`config.mk`:
```
export PLATFORM = sky130hd
export DESIGN_NAME = credit_sender
export DESIGN_NICKNAME = d
export VERILOG_FILES = /design/src/rtl/credit_sender.sv
export SDC_FILE = /design/constraint.sdc
export NUM_CORES = 1
export LEC_CHECK = 0
export BUFFER_PORTS_ARGS = -buffer_cell sky130_fd_sc_hd__buf_4
export CAP_MARGIN = 20
export CORE_AREA = 2 2 65 67
export CTS_CLUSTER_DIAMETER = 200
export CTS_CLUSTER_SIZE = 8
export DETAILED_ROUTE_END_ITERATION = 7
export DIE_AREA = 0 0 67 69
export MAX_ROUTING_LAYER = met4
export SKIP_LAST_GASP = 1
export SYNTH_ARGS = -nofsm -noshare
export SYNTH_HDL_FRONTEND = slang
export SYNTH_SLANG_ARGS = --single-unit
export TNS_END_PERCENT = 100
```
`constraint.sdc`:
```
create_clock -name clk -period 3.55 [get_ports clk]
set_input_delay 0.1775 -clock clk [delete_from_list [all_inputs] [get_ports clk]]
set_output_delay 0.1775 -clock clk [all_outputs]
set_load 0.005 [all_outputs]
```
`src/rtl/credit_sender.sv`:
```
// credit_sender: upstream half of a credit-based link.
// Forwards one flit per held credit, tracks credits returned by the receiver
// and runs the reset handshake against an independently reset receiver.
module credit_sender #(
  parameter int WIDTH       = 8,
  parameter int MAX_CREDITS = 4,
  localparam int CW         = $clog2(MAX_CREDITS + 1)
) (
  input  logic             clk,
  input  logic             rst,
  input  logic             push_valid,
  output logic             push_ready,
  input  logic [WIDTH-1:0] push_data,
  output logic             pop_sender_in_reset,
  input  logic             pop_receiver_in_reset,
  input  logic             pop_credit,
  output logic             pop_valid,
  output logic [WIDTH-1:0] pop_data,
  input  logic [CW-1:0]    credit_initial,
  input  logic [CW-1:0]    credit_withhold,
  output logic [CW-1:0]    credit_count,
  output logic [CW-1:0]    credit_available,
  output logic             credit_error
);

  localparam logic [1:0] INIT    = 2'd0;
  localparam logic [1:0] ACTIVE  = 2'd1;
  localparam logic [1:0] RX_WAIT = 2'd2;

  localparam logic [CW-1:0] MAX_C = CW'(MAX_CREDITS);

  logic [1:0]    state;
  logic [1:0]    state_nxt;
  logic          send;
  logic [CW-1:0] credit_load;
  logic [CW:0]   credit_sum;

  // Usable credits, withhold applied with saturation at zero
  always_comb begin
    credit_available = '0;
    if (credit_count > credit_withhold)
      credit_available = credit_count - credit_withhold;
  end

  // Handshake, (re)start credit value and tentative credit update
  always_comb begin
    push_ready  = (state == ACTIVE) && (credit_available != '0);
    send        = push_valid && push_ready;
    credit_load = (credit_initial > MAX_C) ? MAX_C : credit_initial;
    credit_sum  = {1'b0, credit_count} + {{CW{1'b0}}, pop_credit}
                - {{CW{1'b0}}, send};
  end

  // Next-state logic for the reset handshake
  always_comb begin
    state_nxt = state;
    case (state)
      INIT:    state_nxt = pop_receiver_in_reset ? RX_WAIT : ACTIVE;
      ACTIVE:  if (pop_receiver_in_reset) state_nxt = RX_WAIT;
      RX_WAIT: if (!pop_receiver_in_reset) state_nxt = ACTIVE;
      default: state_nxt = INIT;
    endcase
  end

  // State register and registered in-reset indication
  always_ff @(posedge clk or posedge rst) begin
    if (rst) begin
      state               <= INIT;
      pop_sender_in_reset <= 1'b1;
    end else begin
      state               <= state_nxt;
      pop_sender_in_reset <= (state_nxt == INIT);
    end
  end

  // Credit counter, sticky overflow flag and outgoing flit register
  always_ff @(posedge clk or posedge rst) begin
    if (rst) begin
      credit_count <= '0;
      credit_error <= 1'b0;
      pop_valid    <= 1'b0;
      pop_data     <= '0;
    end else begin
      pop_valid <= 1'b0;
      case (state)
        INIT: credit_count <= credit_load;
        ACTIVE: begin
          if (pop_receiver_in_reset) begin
            // receiver went away: any flit accepted on this edge is dropped
            credit_count <= '0;
          end else begin
            if (send) begin
              pop_valid <= 1'b1;
              pop_data  <= push_data;
            end
            if (credit_sum > {1'b0, MAX_C})
              credit_error <= 1'b1;
            else
              credit_count <= credit_sum[CW-1:0];
          end
        end
        RX_WAIT: if (!pop_receiver_in_reset) credit_count <= credit_load;
        default: credit_count <= '0;
      endcase
    end
  end

endmodule
```
==> impl_metrics.csv <==
group,metric,value,unit
run_status,outcome,"finished, final reports clean",
setup_path,cp.arrival,3600,ps
floorplanning,rows,23,
sta,max-slew-margin-rel,57.7,%
final_layout,regArea,402,um^2
detailed_routing,drt_first_iter_violations,63,
final_layout,syn_to_final_growth,57.9,%
power,p_leak,0.760,nW
setup_path,crit_required,3690,ps
sta,setup_tns,0,ps
setup_path,cpMostUsedCell,"inv_2",
detailed_routing,drc,0,
power,power.density,517,nW/um^2
final_layout,diodes,0,
yosys,synth_fp_nets,113,
yosys,ys_seq_elements,16,
final_layout,fin_cells,188,
sta,setup_viol,0,
yosys,netlist_instances,85,
clocking,cts_tree,"built",
floorplanning,dieArea,4620,um^2
setup_path,crit_path_end_kind,"flop",
sta,fin_skew,3.48,ps
clocking,clk_pin_slew_worst_paths,60,ps
detailed_routing,ant_nets,0,
clocking,clock_path_buffers,2,
detailed_routing,via_per_inst,4.25,
sta,finalHoldViolations,0,
clocking,cts-buffers-inserted,3,
floorplanning,fp.dieW,67,um
detailed_routing,drt_wl_total,2.28,mm
floorplanning,coreArea,3910,um^2
final_layout,nets,167,
yosys,seq_area_frac_synth,42.2,%
setup_path,slowest_delay,530,ps
setup_path,start_kind,"flop",
grt,grt-ovfl-total,0,
sta,finalCriticalPeriod,3460,ps
setup_path,crit_chain,"inv_2 -> ha_4 -> inv_2 -> fa_2 -> inv_2 -> a31oi_1 -> o211a_1 -> and2_4 -> ha_4 -> inv_4 -> ha_4 -> inv_2 -> fa_1 -> nor2b_4 -> o22ai_2 -> o21ai_2 -> o21ai_2 -> mux2_4",
sta,grt_setup_unrepaired,"true",
power,vdd_drop_max,0.139,mV
clocking,root_buffer,"clkbuf_8",
floorplanning,pin_count,37,
clocking,clock_latency,250,ps
sta,maxSlewViolCount,0,
yosys,syn_area_per_cell,11.2,um^2
grt,grt_pass1_wl,3.84,mm
flow_run,maxCapViolations,0,
setup_path,criticalPathCategory,"flop to flop",
detailed_routing,first_pass_iters,4,
detailed_routing,wl_per_cell,12.1,um
detailed_routing,dr_total_vias,799,
floorplanning,fp.dieH,69,um
floorplanning,start_util,24.3,%
grt,grt_max_degree,17,
sta,fin_crit_sh,97.6,%
placement,hpwl,1.70,mm
final_layout,multi_input_area,572,um^2
final_layout,drive_gt1_share,58.0,%
yosys,syn_area,952,um^2
yosys,synth.distinct_cells,32,
setup_path,path_max_fanout,3,
setup_path,slowest_stage,"fa_2",
grt,antenna_found_initial,0,
yosys,yosysWarnings,0,
clocking,htreeDepth,1,
sta,fmax,289,MHz
grt,track_usage,10.9,%
hold_path,hold_class,"input pin to async pin",
placement,post-place-cells,177,
sta,worstMarginPinSlew,633,ps
final_layout,nFillCells,423,
placement,routabilityCongestion,0.758,
placement,port_buffers,36,
grt,grt_pass1_vias,844,
clocking,clock-sinks,16,
[metal layers]
layer | GRT usage, % | vias to the layer above | routed length, um
met2 | 18.6 | 24 | 1120
met3 | 2.61 | 4 | 137
met4 | 2.72 | 0 | 16
met1 | 12.6 | 380 | 1010
met5 | - | - | 0
li1 | - | 391 | -
[timing repair]
item / 4_1_cts / 5_1_grt
pin swaps: 9 / 9
hold endpoints to repair: 0 / 0
resized for setup: 17 / 2
buffers inserted: 6 / 1
hold buffers: 0 / 0
endpoints found under the setup margin: 3 / 4
[sequential cells by signal (all words and copies together) (netlist names)]
signal and cells:
pop_valid 1, pop_data 8, pop_sender_in_reset 1, state 2, credit_error 1, credit_count 3
[cell usage after synthesis (all sizes together)]
library cell	n	area, um^2
a2111oi	1	8.76
and3b	1	8.76
nand2	2	7.51
fa	2	40.0
o21ai	3	18.8
inv	12	45.0
o211a	1	10.0
a22oi	1	7.51
buf	1	11.3
nor2b	3	18.8
o22ai	2	12.5
dfstp	1	26.3
dfrtp	15	375
xnor2	1	8.76
mux2	9	131
o21a	1	7.51
nand3	1	5.00
ha	7	87.6
nand2b	2	12.5
and2	2	13.8
a21oi	2	10.0
mux2i	2	20.0
nor3	1	5.00
a211o	1	8.76
nor2	8	30.0
or2	1	6.26
a31oi	1	6.26
xor2	1	8.76
[per-stage QoR]
step	hold slack, ps	instance area, um^2	util, %	setup WS [ps]	power, W
floorplan	90.5	952	-	24.7	0.000427
global placement	276	1330	33.9	-18.7	0.000573
detailed placement	302	1330	33.9	-139	0.000581
CTS	27.9	1490	38.0	-23.9	0.000775
global route	51.1	1500	38.4	-53.3	0.000828
finish	9.45	1500	38.4	85.3	0.000778
[worst max-delay path, delay by kind of cell (launching register included)]
family / cells / cell delay [ps]
adders and majority gates: 5 / 1480
DFF: 1 / 380
buffers and inverters: 5 / 230
and+or+nand+nor: 2 / 290
muxes: 1 / 290
AOI/OAI and AO/OA: 5 / 660
[layout by cell type, fill, tap and decap left out, types with 2 or more instances in the layout]
cell type and count:
inv_2 4, nor2b_1 2, clkbuf_8 3, mux2i_1 2, nand2b_1 2, nand2_1 2
nor2_1 8, ha_4 3, inv_1 7, mux2_4 9, buf_4 50, ha_1 4
o21ai_2 2, a21oi_1 2, dfrtp_1 15
[report_power, final]
| part | switching, W | internal, W |
|---|---|---|
| clock network | 0.0000625 | 0.0000796 |
| registers | 0.0000307 | 0.000234 |
| logic | 0.000134 | 0.000236 |
[cell families (layout without fill, tap and decap cells)]
logic type	count (synthesis)	after routing	share of synthesized area [%]
and+or+nand+nor	21	21	11.3
adders and majority gates	9	9	13.4
DFF	16	16	42.2
buffers and inverters	13	66	5.91
muxes	11	11	15.9
AOI/OAI and AO/OA	13	13	9.46
xor gates and xnor gates	2	2	1.84
[cell type report]
class                           count  share of cell area [%]
Multi-Input combinational cell     56                    38.0
Sequential cell                    16                    26.7
Timing Repair Buffer               50                    25.0
Tap cell                           50                    4.16
Inverter                           12                    3.16
Clock buffer                        4                    3.00
[worst paths after layout]
path | startpoint | cells after the start | slack [ps] | to
worst max-delay path | credit_count[0]$_DFFE_PP0P_ | 18 | 90 | credit_count[2]$_DFFE_PP0P_
worst min-delay path | rst | 2 | 9 | credit_count[1]$_DFFE_PP0P_
worst max register to register | credit_count[0]$_DFFE_PP0P_ | 18 | 90 | credit_count[2]$_DFFE_PP0P_
worst min register to register | credit_error$_DFFE_PP0P_ | 1 | 470 | credit_error$_DFFE_PP0P_
max in group asynchronous | rst | 2 | 3130 | pop_data[3]$_DFFE_PP0P_
min in group clk | pop_receiver_in_reset | 2 | 120 | state[0]$_DFF_PP0_
No activity file was read; power rests on OpenSTA's default activity.
